--- src/rtl/div_unit_radix_pkg.sv ---
// Shared definitions for the radix-2^B iterative divider.
// Latency: n/a (types, encodings and helper function only).
// Backpressure: n/a.
package div_unit_radix_pkg;

    // div_op encodings as seen on the request port
    typedef enum logic [1:0] {
        OP_DIV  = 2'b00,
        OP_DIVU = 2'b01,
        OP_REM  = 2'b10,
        OP_REMU = 2'b11
    } div_op_e;

    typedef enum logic [1:0] {
        ST_IDLE   = 2'b00,
        ST_CALC   = 2'b01,
        ST_FINISH = 2'b10
    } div_state_e;

    // Wide enough for XLEN=64 with one bit per cycle (64 iterations)
    localparam int CNT_W = 7;

    // Number of CALC cycles: W-forms on RV64 only divide 32 bits
    function automatic int unsigned iter_count(input int unsigned xlen,
                                               input int unsigned bpc,
                                               input logic        word);
        return ((word && (xlen == 64)) ? 32 : xlen) / bpc;
    endfunction

endpackage

--- src/rtl/div_unit_radix_if.sv ---
// Request/response bundle between the EX-stage sequencer and the divider.
// Latency: n/a (wiring only).
// Backpressure: none; requester must watch busy, start while busy is dropped.
// Ports: start/kill/div_op/is_word_op/dividend/divisor toward the divider,
//        result/busy/ready back to the requester.
interface div_unit_radix_if #(
    parameter int XLEN = 32
);
    logic            start;
    logic            kill;
    logic [1:0]      div_op;
    logic            is_word_op;
    logic [XLEN-1:0] dividend;
    logic [XLEN-1:0] divisor;
    logic [XLEN-1:0] result;
    logic            busy;
    logic            ready;

    modport master (
        output start, kill, div_op, is_word_op, dividend, divisor,
        input  result, busy, ready
    );

    modport slave (
        input  start, kill, div_op, is_word_op, dividend, divisor,
        output result, busy, ready
    );
endinterface

--- src/rtl/div_unit_radix_step_comb.sv ---
// B cascaded restoring-division steps, MSB-first quotient bits.
// Latency: purely combinational.
// Backpressure: none.
// Ports: i_rem/i_quo/i_div current partial remainder, quotient/dividend
//        shift register and divisor; o_rem/o_quo values after B steps.
module div_unit_radix_step_comb #(
    parameter int XLEN           = 32,
    parameter int BITS_PER_CYCLE = 2
) (
    input  logic [XLEN:0]   i_rem,
    input  logic [XLEN-1:0] i_div,
    input  logic [XLEN-1:0] i_quo,
    output logic [XLEN:0]   o_rem,
    output logic [XLEN-1:0] o_quo
);
    logic [XLEN:0]   w_rem [BITS_PER_CYCLE+1];
    logic [XLEN-1:0] w_quo [BITS_PER_CYCLE+1];

    assign w_rem[0] = i_rem;
    assign w_quo[0] = i_quo;

    for (genvar g = 0; g < BITS_PER_CYCLE; g++) begin : g_step
        logic [XLEN:0] w_sh;
        logic [XLEN:0] w_diff;
        logic          w_ge;

        // The quotient register still holds the unconsumed dividend bits in
        // its upper end; shift the next one into the partial remainder.
        assign w_sh   = {w_rem[g][XLEN-1:0], w_quo[g][XLEN-1]};
        assign w_diff = w_sh - {1'b0, i_div};
        // A set carry bit means the shifted value already exceeds any divisor.
        assign w_ge   = w_rem[g][XLEN] | (w_sh >= {1'b0, i_div});

        assign w_rem[g+1] = w_ge ? w_diff : w_sh;
        assign w_quo[g+1] = {w_quo[g][XLEN-2:0], w_ge};
    end

    assign o_rem = w_rem[BITS_PER_CYCLE];
    assign o_quo = w_quo[BITS_PER_CYCLE];
endmodule

--- src/rtl/div_unit_radix.sv ---
// Iterative integer divider (DIV/DIVU/REM/REMU and RV64 W-forms), B quotient bits per clock.
// Latency: N+2 cycles start->ready (N = width/B); 1 cycle on divide-by-zero/overflow/small fast paths.
// Backpressure: busy high while iterating; start while busy is ignored, kill aborts silently.
// Ports: clk, reset (async active-high), bus (slave side of div_unit_radix_if).
module div_unit_radix #(
    parameter int XLEN           = 32,
    parameter int BITS_PER_CYCLE = 2,
    parameter int FAST_PATH      = 1
) (
    input  logic              clk,
    input  logic              reset,
    div_unit_radix_if.slave   bus
);
    import div_unit_radix_pkg::*;

    localparam logic [XLEN-1:0] ALL_ONES = '1;

    // Sign-extend bit 31 across the upper half for W-form results
    function automatic logic [XLEN-1:0] sext_w(input logic [XLEN-1:0] x,
                                               input logic            word);
        logic [XLEN-1:0] y;
        y = x;
        if (word) begin
            for (int i = 32; i < XLEN; i++) y[i] = x[31];
        end
        return y;
    endfunction

    div_state_e      r_state;
    logic [CNT_W-1:0] r_cnt;
    logic [XLEN:0]   r_rem;
    logic [XLEN-1:0] r_quo;
    logic [XLEN-1:0] r_div;
    logic            r_neg;
    logic            r_is_rem;
    logic            r_word;
    logic [XLEN-1:0] r_result;
    logic            r_ready;

    logic            w_word, w_signed, w_is_rem;
    logic [XLEN-1:0] w_a_ext, w_b_ext, w_abs_a, w_abs_b, w_min;
    logic            w_sa, w_sb, w_div0, w_ovf, w_small, w_fast, w_neg;
    logic [XLEN-1:0] w_fast_res, w_quo_init;
    logic [CNT_W-1:0] w_cnt_init;
    logic [XLEN:0]   w_rem_nxt;
    logic [XLEN-1:0] w_quo_nxt;
    logic [XLEN-1:0] w_mag, w_signed_res, w_final;

    // ---------------- operand preparation ----------------
    assign w_word   = (XLEN == 64) && bus.is_word_op;
    assign w_signed = (bus.div_op == OP_DIV) || (bus.div_op == OP_REM);
    assign w_is_rem = (bus.div_op == OP_REM) || (bus.div_op == OP_REMU);

    always_comb begin
        w_a_ext = bus.dividend;
        w_b_ext = bus.divisor;
        if (w_word) begin
            for (int i = 32; i < XLEN; i++) begin
                w_a_ext[i] = w_signed & bus.dividend[31];
                w_b_ext[i] = w_signed & bus.divisor[31];
            end
        end
    end

    assign w_sa    = w_signed & w_a_ext[XLEN-1];
    assign w_sb    = w_signed & w_b_ext[XLEN-1];
    // |MIN| wraps to MIN, which read as unsigned is the correct magnitude
    assign w_abs_a = w_sa ? -w_a_ext : w_a_ext;
    assign w_abs_b = w_sb ? -w_b_ext : w_b_ext;

    // MIN of the effective width, in its extended XLEN form
    assign w_min   = w_word ? (ALL_ONES << 31) : (ALL_ONES << (XLEN-1));
    assign w_div0  = (w_b_ext == '0);
    assign w_ovf   = w_signed && (w_a_ext == w_min) && (w_b_ext == ALL_ONES);
    assign w_small = (w_abs_a < w_abs_b);
    assign w_fast  = (FAST_PATH != 0) && (w_div0 || w_ovf || w_small);

    // Quotient sign is forced positive on divide-by-zero so the iterative
    // path also yields all-ones when the fast path is disabled.
    assign w_neg   = w_is_rem ? w_sa : ((w_sa ^ w_sb) & ~w_div0);

    always_comb begin
        w_fast_res = '0;
        if (w_div0)      w_fast_res = w_is_rem ? w_a_ext : ALL_ONES;
        else if (w_ovf)  w_fast_res = w_is_rem ? '0      : w_a_ext;
        else             w_fast_res = w_is_rem ? w_a_ext : '0;
        w_fast_res = sext_w(w_fast_res, w_word);
    end

    // W-forms start with the 32-bit magnitude at the top so the MSB-first
    // steps consume it; after 32 steps the quotient sits in the low half.
    assign w_quo_init = w_word ? (w_abs_a << 32) : w_abs_a;
    assign w_cnt_init = CNT_W'(iter_count(XLEN, BITS_PER_CYCLE, w_word));

    // ---------------- iteration datapath ----------------
    div_unit_radix_step_comb #(
        .XLEN           (XLEN),
        .BITS_PER_CYCLE (BITS_PER_CYCLE)
    ) u_step (
        .i_rem (r_rem),
        .i_div (r_div),
        .i_quo (r_quo),
        .o_rem (w_rem_nxt),
        .o_quo (w_quo_nxt)
    );

    // ---------------- finalization ----------------
    assign w_mag        = r_is_rem ? r_rem[XLEN-1:0] : r_quo;
    assign w_signed_res = r_neg ? -w_mag : w_mag;
    assign w_final      = sext_w(w_signed_res, r_word);

    // ---------------- control FSM ----------------
    always_ff @(posedge clk or posedge reset) begin
        if (reset) begin
            r_state  <= ST_IDLE;
            r_cnt    <= '0;
            r_rem    <= '0;
            r_quo    <= '0;
            r_div    <= '0;
            r_neg    <= 1'b0;
            r_is_rem <= 1'b0;
            r_word   <= 1'b0;
            r_result <= '0;
            r_ready  <= 1'b0;
        end else begin
            r_ready <= 1'b0;
            case (r_state)
                ST_IDLE: begin
                    if (bus.start && !bus.kill) begin
                        if (w_fast) begin
                            r_result <= w_fast_res;
                            r_ready  <= 1'b1;
                        end else begin
                            r_rem    <= '0;
                            r_quo    <= w_quo_init;
                            r_div    <= w_abs_b;
                            r_cnt    <= w_cnt_init;
                            r_neg    <= w_neg;
                            r_is_rem <= w_is_rem;
                            r_word   <= w_word;
                            r_state  <= ST_CALC;
                        end
                    end
                end
                ST_CALC: begin
                    if (bus.kill) begin
                        r_state <= ST_IDLE;
                    end else begin
                        r_rem <= w_rem_nxt;
                        r_quo <= w_quo_nxt;
                        r_cnt <= r_cnt - CNT_W'(1);
                        if (r_cnt == CNT_W'(1)) r_state <= ST_FINISH;
                    end
                end
                ST_FINISH: begin
                    r_state <= ST_IDLE;
                    if (!bus.kill) begin
                        r_result <= w_final;
                        r_ready  <= 1'b1;
                    end
                end
                default: r_state <= ST_IDLE;
            endcase
        end
    end

    assign bus.result = r_result;
    assign bus.ready  = r_ready;
    assign bus.busy   = (r_state != ST_IDLE);
endmodule
--- src/flat_wrapper.sv ---
// flat-port wrapper written by rule: the top's interface ports become plain ports
module div_unit_radix_flat import div_unit_radix_pkg::*;
#(
    parameter int XLEN           = 32,
    parameter int BITS_PER_CYCLE = 2,
    parameter int FAST_PATH      = 1
)
  (clk, reset, bus_start, bus_kill, bus_div_op, bus_is_word_op, bus_dividend, bus_divisor, bus_result, bus_busy, bus_ready);
  div_unit_radix_if #(.XLEN(XLEN)) bus_i ();
  input  logic clk;
  input  logic reset;
  input wire logic [$bits(bus_i.start)-1:0] bus_start;
  input wire logic [$bits(bus_i.kill)-1:0] bus_kill;
  input wire logic [$bits(bus_i.div_op)-1:0] bus_div_op;
  input wire logic [$bits(bus_i.is_word_op)-1:0] bus_is_word_op;
  input wire logic [$bits(bus_i.dividend)-1:0] bus_dividend;
  input wire logic [$bits(bus_i.divisor)-1:0] bus_divisor;
  output wire logic [$bits(bus_i.result)-1:0] bus_result;
  output wire logic [$bits(bus_i.busy)-1:0] bus_busy;
  output wire logic [$bits(bus_i.ready)-1:0] bus_ready;
  assign bus_i.start = bus_start;
  assign bus_i.kill = bus_kill;
  assign bus_i.div_op = bus_div_op;
  assign bus_i.is_word_op = bus_is_word_op;
  assign bus_i.dividend = bus_dividend;
  assign bus_i.divisor = bus_divisor;
  assign bus_result = bus_i.result;
  assign bus_busy = bus_i.busy;
  assign bus_ready = bus_i.ready;
  div_unit_radix #(.XLEN(XLEN), .BITS_PER_CYCLE(BITS_PER_CYCLE), .FAST_PATH(FAST_PATH)) u_core (.clk(clk), .reset(reset), .bus(bus_i));
endmodule
--- config.mk ---
export PLATFORM = sky130hd
export DESIGN_NAME = div_unit_radix_flat
export DESIGN_NICKNAME = d
export VERILOG_FILES = /design/src/rtl/div_unit_radix_pkg.sv /design/src/rtl/div_unit_radix_if.sv /design/src/rtl/div_unit_radix_step_comb.sv /design/src/rtl/div_unit_radix.sv /design/src/flat_wrapper.sv
export SDC_FILE = /design/constraint.sdc
export NUM_CORES = 1
export LEC_CHECK = 0
export BUFFER_PORTS_ARGS = -buffer_cell sky130_fd_sc_hd__clkbuf_2
export CORE_MARGIN = 2
export CORE_UTILIZATION = 69
export CTS_BUF_LIST = sky130_fd_sc_hd__clkbuf_4 sky130_fd_sc_hd__clkbuf_8
export DETAILED_ROUTE_END_ITERATION = 16
export PLACE_DENSITY = 0.9
export SETUP_SLACK_MARGIN = 0.2
export SYNTH_ARGS = -nofsm -noshare
export SYNTH_HDL_FRONTEND = slang
export SYNTH_SLANG_ARGS = --single-unit
--- constraint.sdc ---
create_clock -name clk -period 11 [get_ports clk]
set_input_delay 0.55 -clock clk [delete_from_list [all_inputs] [get_ports clk]]
set_output_delay 0.55 -clock clk [all_outputs]
set_load 0.01 [all_outputs]
======== Word-level counts from Yosys, hierarchy flattened ========
Index checks and enable logic that the tools add are counted.
word-level totals
  register bits after elaboration ......... 141
  bits in latches ......................... 0
  RAM bits ................................ 0
  bits in read-only memories .............. 0
  input port bits ......................... 71
  output and inout bits ................... 34
  word-level logic and storage cells ...... 94
  memories kept ........................... 0
cells by class
  add/sub/neg operators ................... 6
  multipliers ............................. 0
  div/mod/pow operators ................... 0
  magnitude comparators ................... 3
  equal/unequal tests ..................... 13
  shift operators ......................... 0
  mux-type cells .......................... 37
  bitwise gates (word level) .............. 8
  reduce and logical (&&, ||, !) cells .... 18
operators by type and width
  kind                                              number
  two-way mux 32 bit                                15
  two-way mux 33 bit                                5
  case mux 32 bit (2 select lines)                  2
  negator 32 bit                                    3
  >= comparator 33 x 32 -> 1 bit                    2
  case mux 33 bit (2 select lines)                  1
  subtractor 33 x 32 -> 33 bit                      2
  == test 32 bit, second input constant             2
  logical NOT 32 bit                                1
  < comparator 32 bit                               1
  two-way mux 7 bit                                 3
  case mux 7 bit (2 select lines)                   1
  two-way mux 2 bit                                 4
  AND reduction 4 bit                               2
  == test 7 x 1 -> 1 bit, second input constant     1
  subtractor 7 x 1 -> 7 bit, second input constant  1
  == test 2 bit, second input constant              3
  != test 2 bit, second input constant              3
  AND reduction 3 bit                               2
  nonzero test 2 bit                                3
  logical NOT 2 bit                                 2
  logical OR 1 bit                                  4
  two-way mux 1 bit                                 4
  != test 2 x 1 -> 1 bit, second input constant     2
  10 further kinds                                  16

======== Logic depth before layout (Yosys ltp) ========
Gate-level depths: netlist of the first run.
  depth in word-level cells ............... 9
  mapped depth ............................ 25
  mapped depth without buffers ............ 21

======== By module ========
A second synthesis of the first run with hierarchy kept.
unflattened totals
  cells, all modules ...................... 1711
  area total of the unflattened synthesis .. 14889.3 µm²
modules (own cells, without submodules)
  module                    instances  cells an instance  area an instance (µm²)  sequential area each (µm²)
  div_unit_radix            1          1059               10132.2                 3528.4
  div_unit_radix_step_comb  1          652                4757.1                  0.0

======== Worst setup path after synthesis of the first run ========
OpenSTA, ideal clock, no wires.
  path type ............................... reg2reg
  start point ............................. register u_core.r_rem[17]
  end point ............................... register u_core.r_rem[4]
  setup time .............................. 101 ps
  arrival ................................. 5308 ps
  required time ........................... 10899 ps
  slack ................................... 5591 ps
  stages on the path, launching flop included .. 25
  path buffers ............................ 6
  clock period less this slack ............ 5409 ps
  cells stage by stage .................... dfrtp_1 -> ha_1 -> buf_4 -> a21o_2 -> a21oi_2 -> a211o_2 -> nor4_4 -> o31ai_4 -> nand2_1 -> buf_2 -> buf_2 -> mux2_2 -> ha_1 -> clkbuf_1 -> nand4_1 -> nor3_1 -> o2111ai_1 -> nand3_1 -> a41oi_1 -> o211ai_2 -> or3_1 -> buf_4 -> clkbuf_1 -> a21oi_1 -> o32ai_1
between the ends
  cells in the longest elaborated chain, start to end .. 8
  elaborated cells between the ends (all ways) .. 10
  those cells by class .................... add/sub: 2; order compare: 2; mux: 4; bitwise: 2
ends and longest elaborated chain
  element                             RTL line                        source
  from (decl)                         div_unit_radix.sv:31            logic [XLEN:0] r_rem;
  from (signal assigned)              div_unit_radix.sv:149           r_rem <= w_rem_nxt;
  >= comparator 33 x 32 -> 1 bit      div_unit_radix_step_comb.sv:32  assign w_ge = w_rem[g][XLEN] | (w_sh >= {1'b0, i_div});
  bitwise OR 1 bit                    div_unit_radix_step_comb.sv:32
  two-way mux 33 bit *                div_unit_radix_step_comb.sv:34  assign w_rem[g+1] = w_ge ? w_diff : w_sh;
  >= comparator 33 x 32 -> 1 bit      div_unit_radix_step_comb.sv:32
  bitwise OR 1 bit                    div_unit_radix_step_comb.sv:32
  two-way mux 33 bit *                div_unit_radix_step_comb.sv:34
  two-way mux 33 bit *                div_unit_radix.sv:146           if (bus.kill) begin
  case mux 33 bit (2 select lines) *  div_unit_radix.sv:127           case (r_state)
Mark *: on every way between the ends. The rest lies on a longest branch, timed or not. The select of a mux whose other input is x is not followed.
A chain may end at the register's enable or synchronous reset.

======== Final worst setup path of the first run ========
  start point ............................. register u_core.r_rem[13]
  end point ............................... register u_core.r_rem[14]
Same word-level chain as after synthesis.

==> summary.md, run 1 <==
| Metric | Value |
|---|---|
| Outcome | complete, no violations |
| Hold Slack | approximately 140 ps |
| Hold crit path type | primary input to async pin |
| Antenna Cells | 0 |
| Insertion delay to the later sink of the worst-skew pair | 480 ps |
| Die ar. | 21,300 um2 |
| Number of max-cap violations | 0 |
| Largest net degree at the start of global routing | 87 |
| Vias per std cell | 6.95 |
| IO Count | 105 |
| Rows | 51 |
| Post-layout minimum cycle time | 7110 ps |
| Period utilization | 0.646 |
| Final hold viol count | 0 |
| CP endpoint kind | flop |
| Required time worst endpoint | 11,370 ps |
| Post-Synthesis Cells | 1,684 |
| CTS Buf Count | 17 |
| Root Driver | clkbuf_8 |
| Fmax | 0.141 GHz |
| Worst endpoint data arrival time | 7470 ps |
| RSZ-0062 raised after global routing | false |
| Remaining DRCs | 0 |
| CTS sink count | 141 |
| Mapped Nets | 1,858 |
| Setup-failing EPs final | 0 |
| EDFF count, synth | 0 |
| Clock slew at reported path FFs | 90 ps |
| R2r worst-path depth | 20 |
| Nets | 1,908 |
| Post-CTS Setup Repair Bufs | 0 |
| Die extent in y | 146 um |
| Post-synth cell types | 92 |
| Clock tree buffer depth | 2 |
| Layer with the highest usage | met2 |
| Post-cts sizing count | 0 |
| Synthesis warning total | 0 |
| Worst Skew | ~9.8 ps |
| Final ANT Viol Nets | 0 |
| Syn avg cell area | 8.27 um2 |
| Yosys top cell area share | 0.254 |
| Sequential fraction of the synthesis area | 0.254 |
| Core area | roughly 20,000 um2 |
| Routed WL per cell | 21.7 um |
| Vias | 13,985 |
| Synth top cells by count | 178 x o21ai_0, 141 x dfrtp_1, 131 x nand2_1 |
| Synthesis-to-finish area growth | 6.84% |
| Slew at the pin closest to its max-slew limit | ~1100 ps |
| Most common cell in the netlist | o21ai_0 |
| Antenna violations before repair | 0 |
| Routing usage on met1 | 0.519 |
| Setup Crit Path Kind | flop to flop |
| Startpoint types | flop |
| Largest area contributor in the netlist | dfrtp_1 |
| 1st-iter DRT viols | 1,600 |
| RD Place Congestion | 1.04 |
| Fill cell count | between 1,500 and 2,000 |
| WL final | ~44,000 um |
| Asr flop ratio synth | 1.00 |
| TritonRoute pass-1 iters | 8 |
| PortBufs | a little over 100 |
| Cts-stage hold buffer count | 0 |
| GRT overflow | 0 |
| First-pass GRT wire length | 70,400 um |
| Slew Limit Fails | 0 |
| Relative slew slack | 0.289 |
| Die Width | around 150 um |
| Routing usage on met2 | 0.668 |
| Max FO, Critical Path | 27 |
| Initial core utilization | 0.708 |
| Routing usage on met3 | 0.0706 |
| Setup_tns | 0 ps |
| Post-synthesis register bit count | 141 |
| Worst r2r src | u_core.r_rem[13] |
| Mapped Area | between 10,000 and 15,000 um2 |
| H-tree levels | 4 |
| Layout cells sized above 1 | 0.145 |
| Post-DP HPWL | 33,000 um |
| Number of global-route vias before repair | 13,567 |
| Worst setup path start | u_core.r_rem[13] |
| All-Layer GR Usage | 0.411 |
| Synth Flop Type | dfrtp_1 |
| Final core utilization | 0.757 |
| CTS tree | built |
| Synth top area cells | dfrtp_1 25%, ha_1 9.1%, o21ai_0 6.4% |
## registers in the layout, summed over array words and instances, names as in the netlist
register / cells
u_core.r_rem: 33
u_core.bus.result: 32
u_core.r_div: 32
u_core.r_quo: 32
u_core.r_cnt: 7
u_core.r_state: 2
u_core.bus.ready: 1
u_core.r_is_rem: 1
u_core.r_neg: 1
## kinds of logic (layout without fill, tap and decap cells)
family / count (synthesis) / count (layout) / synth area share
flip-flops: 141 / 141 / 0.254
multiplexers: 123 / 123 / 0.0930
adder cells (fa/ha/maj): 103 / 103 / 0.0937
XOR/XNOR: 143 / 143 / 0.0905
AND/OR/NAND/NOR: 484 / 484 / 0.178
AO/OA/AOI/OAI: 519 / 519 / 0.239
buffers and inverters: 171 / 234 / 0.0519
## layer usage
metal,share of wire,wire (um),up-vias
met5,0,0,-
met4,0.065,2850,0
met3,0.086,3770,232
met2,0.47,20500,835
met1,0.38,16600,6590
li1,-,-,6328
## layout by cell type (no fill, tap or decap), drive strengths merged, types with 7 or more instances in the layout
cell type    n
nor3b       11
and2         7
o31ai       22
nand2b      17
mux2i       73
o211ai      20
a21oi      132
ha         101
nor2        78
o221ai      13
inv         85
buf         16
o41ai        8
or3         14
o21a        10
and3        12
nor4        17
clkbuf     122
nand3       45
xor2        59
o32ai       11
nor3        81
o21ai      180
a31o         8
a21o        28
dfrtp      141
mux2        50
clkinv       7
nor2b       12
xnor2       84
a31oi       24
nand2      133
or4         10
a211oi      13
nand4       30
## worst paths after layout
check,endpoint,slack [ps]
setup reg to reg,u_core.r_rem[14],3890
hold / removal,u_core.r_rem[2],140
setup / recovery,u_core.r_rem[14],3890
min in group clk,u_core.r_is_rem,460
hold reg to reg,u_core.r_div[29],480
max in group asynchronous,u_core.r_is_rem,9290
## cell type report
class	instances	area, um2	area share
inverter	83	317	0.0213
multi-input combinational	1372	9690	0.651
clock buffer	19	255	0.0172
clock inverter	13	116	0.00783
timing repair buffer	119	636	0.0427
tap	265	332	0.0223
sequential	141	3530	0.237
## worst max-delay path: stages (launching register included)
cell,delay (ps)
dfrtp_1,460
ha_1,380
a21oi_1,330
o211ai_1,170
a21oi_1,330
a21oi_1,190
o31ai_4,480
nand2_1,570
buf_4,430
mux2_2,340
ha_1,420
nand4_1,170
nor3_1,390
o2111ai_1,320
nand3_1,290
a41oi_1,200
o211ai_2,330
a2111o_1,150
buf_4,330
nand2_1,320
a221o_1,360
## per-stage QoR
stage	cell area (um2)	std cells	setup WS [ps]
2_1_floorplan	13900	1684	5590
3_3_place_gp	14500	1980	4280
3_5_place_dp	14500	1980	4180
4_1_cts	14900	2012	4130
5_1_grt	14900	2012	3470
6_report	14900	2012	3890
Power of run 1 is left out: the tool's default activity adds up to more than one toggle a clock period on the data nets, which glitch-free logic cannot reach.
==> run 2: changes to the inputs <==
--- a/config.mk
+++ b/config.mk
@@ -7,10 +7,10 @@
 export LEC_CHECK = 0
 export BUFFER_PORTS_ARGS = -buffer_cell sky130_fd_sc_hd__clkbuf_2
 export CORE_MARGIN = 2
-export CORE_UTILIZATION = 69
+export CORE_UTILIZATION = 58
 export CTS_BUF_LIST = sky130_fd_sc_hd__clkbuf_4 sky130_fd_sc_hd__clkbuf_8
 export DETAILED_ROUTE_END_ITERATION = 16
-export PLACE_DENSITY = 0.9
+export PLACE_DENSITY = 0.8
 export SETUP_SLACK_MARGIN = 0.2
 export SYNTH_ARGS = -nofsm -noshare
 export SYNTH_HDL_FRONTEND = slang
==> constraint.sdc (replaced) <==
create_clock -name clk -period 6.3 [get_ports clk]
set_input_delay 0.315 -clock clk [delete_from_list [all_inputs] [get_ports clk]]
set_output_delay 0.315 -clock clk [all_outputs]
set_load 0.01 [all_outputs]
==> summary.md, run 2 (synthesis results as in run 1) <==
| Metric | Value |
|---|---|
| Required time worst endpoint | 6670 ps (-4700 ps) |
| Post-layout minimum cycle time | 5820 ps (-1290 ps) |
| Slowest Stage Delay on Critical Path | 440 ps (-130 ps) |
| Layout cells sized above 1 | 0.163 (+0.0172) |
| Core area | 23,500 um2 (+20%) |
| RD Place Congestion | 1.04 (about the same) |
| Startpoint types | flop |
| H-tree levels | 4 (unchanged) |
| IO Count | 105 (unchanged) |
| Setup_tns | 0 ps (unchanged) |
| Slew Limit Fails | 0 (unchanged) |
| Rows | 56 (+9.8%) |
| Crit path cell chain | inv_1, ha_1, a21o_2, a21oi_2, a211o_2, nor4_4, o31ai_4, nand2_1, buf_12, mux2_2, ha_1, a21oi_1, a21oi_1, o2111ai_2, nand3_1, a41oi_1, o211ai_2, a2111oi_4, buf_12, nor2_2, buf_4, a221o_1 |
| Max reg flops | 33 (unchanged) |
| Die ar. | 25,300 um2 (+18%) |
| Relative slew slack | 0.265 (-0.0239) |
| Outcome | complete, no violations |
| Post-DP HPWL | 34,600 um (+4.8%) |
| Clock tree buffer depth | 2 (unchanged) |
| Final ANT Viol Nets | 0 (unchanged) |
| Setup WS pre-CTS | 378 ps (-3800 ps) |
| Setup Crit Path Kind | flop to flop |
| Die Width | 159 um (+8.8%) |
| Antenna Cells | 0 (unchanged) |
| Number of global-route vias before repair | 13,114 (-3.3%) |
| RSZ-0062 raised after global routing | false |
| 1st-iter DRT viols | 1,407 (-12%) |
| Insertion delay to the later sink of the worst-skew pair | 480 ps (about the same) |
| Initial core utilization | 0.591 (-0.117) |
| Reg area | 3530 um2 (unchanged) |
| Setup-failing EPs final | 0 (unchanged) |
| PortBufs | 103 (unchanged) |
| Top reg by flops | u_core.r_rem |
| Commonest cells after routing, fill and taps aside | 178 x o21ai_0, 140 x dfrtp_1, 130 x nand2_1, 130 x a21oi_1, 103 x clkbuf_2 |
| First-pass GRT wire length | 70,500 um (+0.17%) |
| Design Area, Final | 15,400 um2 (+3.2%) |
| CTS sink count | 141 (unchanged) |
| DP Cell Count | 2,061 (+4.1%) |
| Remaining DRCs | 0 (unchanged) |
| CTS Buf Count | 17 (unchanged) |
| WL final | 44,800 um (+2.5%) |
| Largest net degree at the start of global routing | 87 (unchanged) |
| GRT overflow | 0 (unchanged) |
| Worst setup margin | 482 ps (-3410 ps) |
| Vias per std cell | 6.56 (-5.7%) |
| CP endpoint kind | flop |
| Layout Cells excl Fill | 2,096 (+4.2%) |
| Max FO, Critical Path | 27 (unchanged) |
| Worst Skew | 21.7 ps (+11.9 ps) |
| Area post-placement | 14,800 um2 (+2.4%) |
| Die extent in y | 159 um (+8.8%) |
| Fill cell count | 2,050 (+37%) |
| Commonest non-fill, non-tap cell in the layout | o21ai_0 |
| Slowest-stage cell, CP | ha_1 |
| Slew at the pin closest to its max-slew limit | 1100 ps (+35.8 ps) |
| Number of max-cap violations | 0 (unchanged) |
| Period utilization | 0.924 (+0.277) |
| Synthesis-to-finish area growth | 10.3% |
| Antenna violations before repair | 1 (+1) |
| Worst endpoint data arrival time | 6190 ps (-1280 ps) |
| Final hold viol count | 0 (unchanged) |
| Vias | 13,742 (-1.7%) |
| Hold crit path type | primary input to flop |
| TritonRoute pass-1 iters | 8 (unchanged) |
| Clock slew at reported path FFs | 100 ps (about the same) |
| CTS tree | built |
| Multi-input gate area in the final layout | 9710 um2 (+0.26%) |
| Routed WL per cell | 21.4 um (-1.6%) |
| Root Driver | clkbuf_8 |
| All-Layer GR Usage | 0.349 (-0.0619) |
| Fmax | 0.172 GHz (+22%) |
| Nets | 1,938 (+1.6%) |
==> run 2: cell count changes in the layout (fill, tap and decap cells not counted), sizes merged <==
cell         delta
buf            +29
bufinv          +4
clkbuf          -1
clkinv          -2
dlygate4sd3     +1
inv             -1
==> run 2: per-layer routing <==
| metal | vias up | global-route usage | part of all wire |
|---|---|---|---|
| met3 | 153 | 0.0556 | 0.072 |
| met4 | 0 | 0.166 | 0.050 |
| met2 | 656 | 0.569 | 0.46 |
| li1 | 6388 | - | - |
| met1 | 6545 | 0.455 | 0.41 |
| met5 | - | 0 | 0 |
==> run 2: critical path: cells and delay by family (launching register included) <==
family / cells / cell delay (ps)
buffers and inverters: 4 / 670
and+or+nand+nor: 4 / 800
muxes: 1 / 370
AOI/OAI and AO/OA: 11 / 2690
DFF: 1 / 360
adders and majority gates: 2 / 780
==> run 2: final timing paths <==
kind	slack (ps)	start	cells past startpoint	to
setup / recovery	480	u_core.r_div[18]	22	u_core.r_rem[1]
hold / removal	220	bus_divisor[28]	3	u_core.r_div[28]
setup reg to reg	480	u_core.r_div[18]	22	u_core.r_rem[1]
hold reg to reg	490	u_core.r_div[14]	2	u_core.r_div[14]
max in group asynchronous	4380	reset	4	u_core.r_is_rem
min in group asynchronous	510	reset	3	u_core.r_div[2]
==> run 2: repair_timing <==
item | in CTS | in global routing
gates resized for setup | 0 | 7
setup buffers | 0 | 2
setup endpoints to repair | 0 | 32
hold buffers | 1 | 0
hold endpoints to repair | 14 | 0
==> run 2: cell type report <==
cell class              count  area share
clock inverters            14      0.0142
well taps                 319      0.0260
clock buffers              18      0.0157
flip-flops and latches    141       0.230
inverters                  83      0.0206
multi-input cells        1372       0.632
repair buffers            149      0.0611
==> run 2: per-stage QoR <==
step,util,hold WS (ps)
detailed placement,0.631,471
finish,0.652,219
global placement,0.631,464
CTS,0.650,202
global route,0.652,236
floorplan,-,450
Power of run 2 is left out for the same reason.
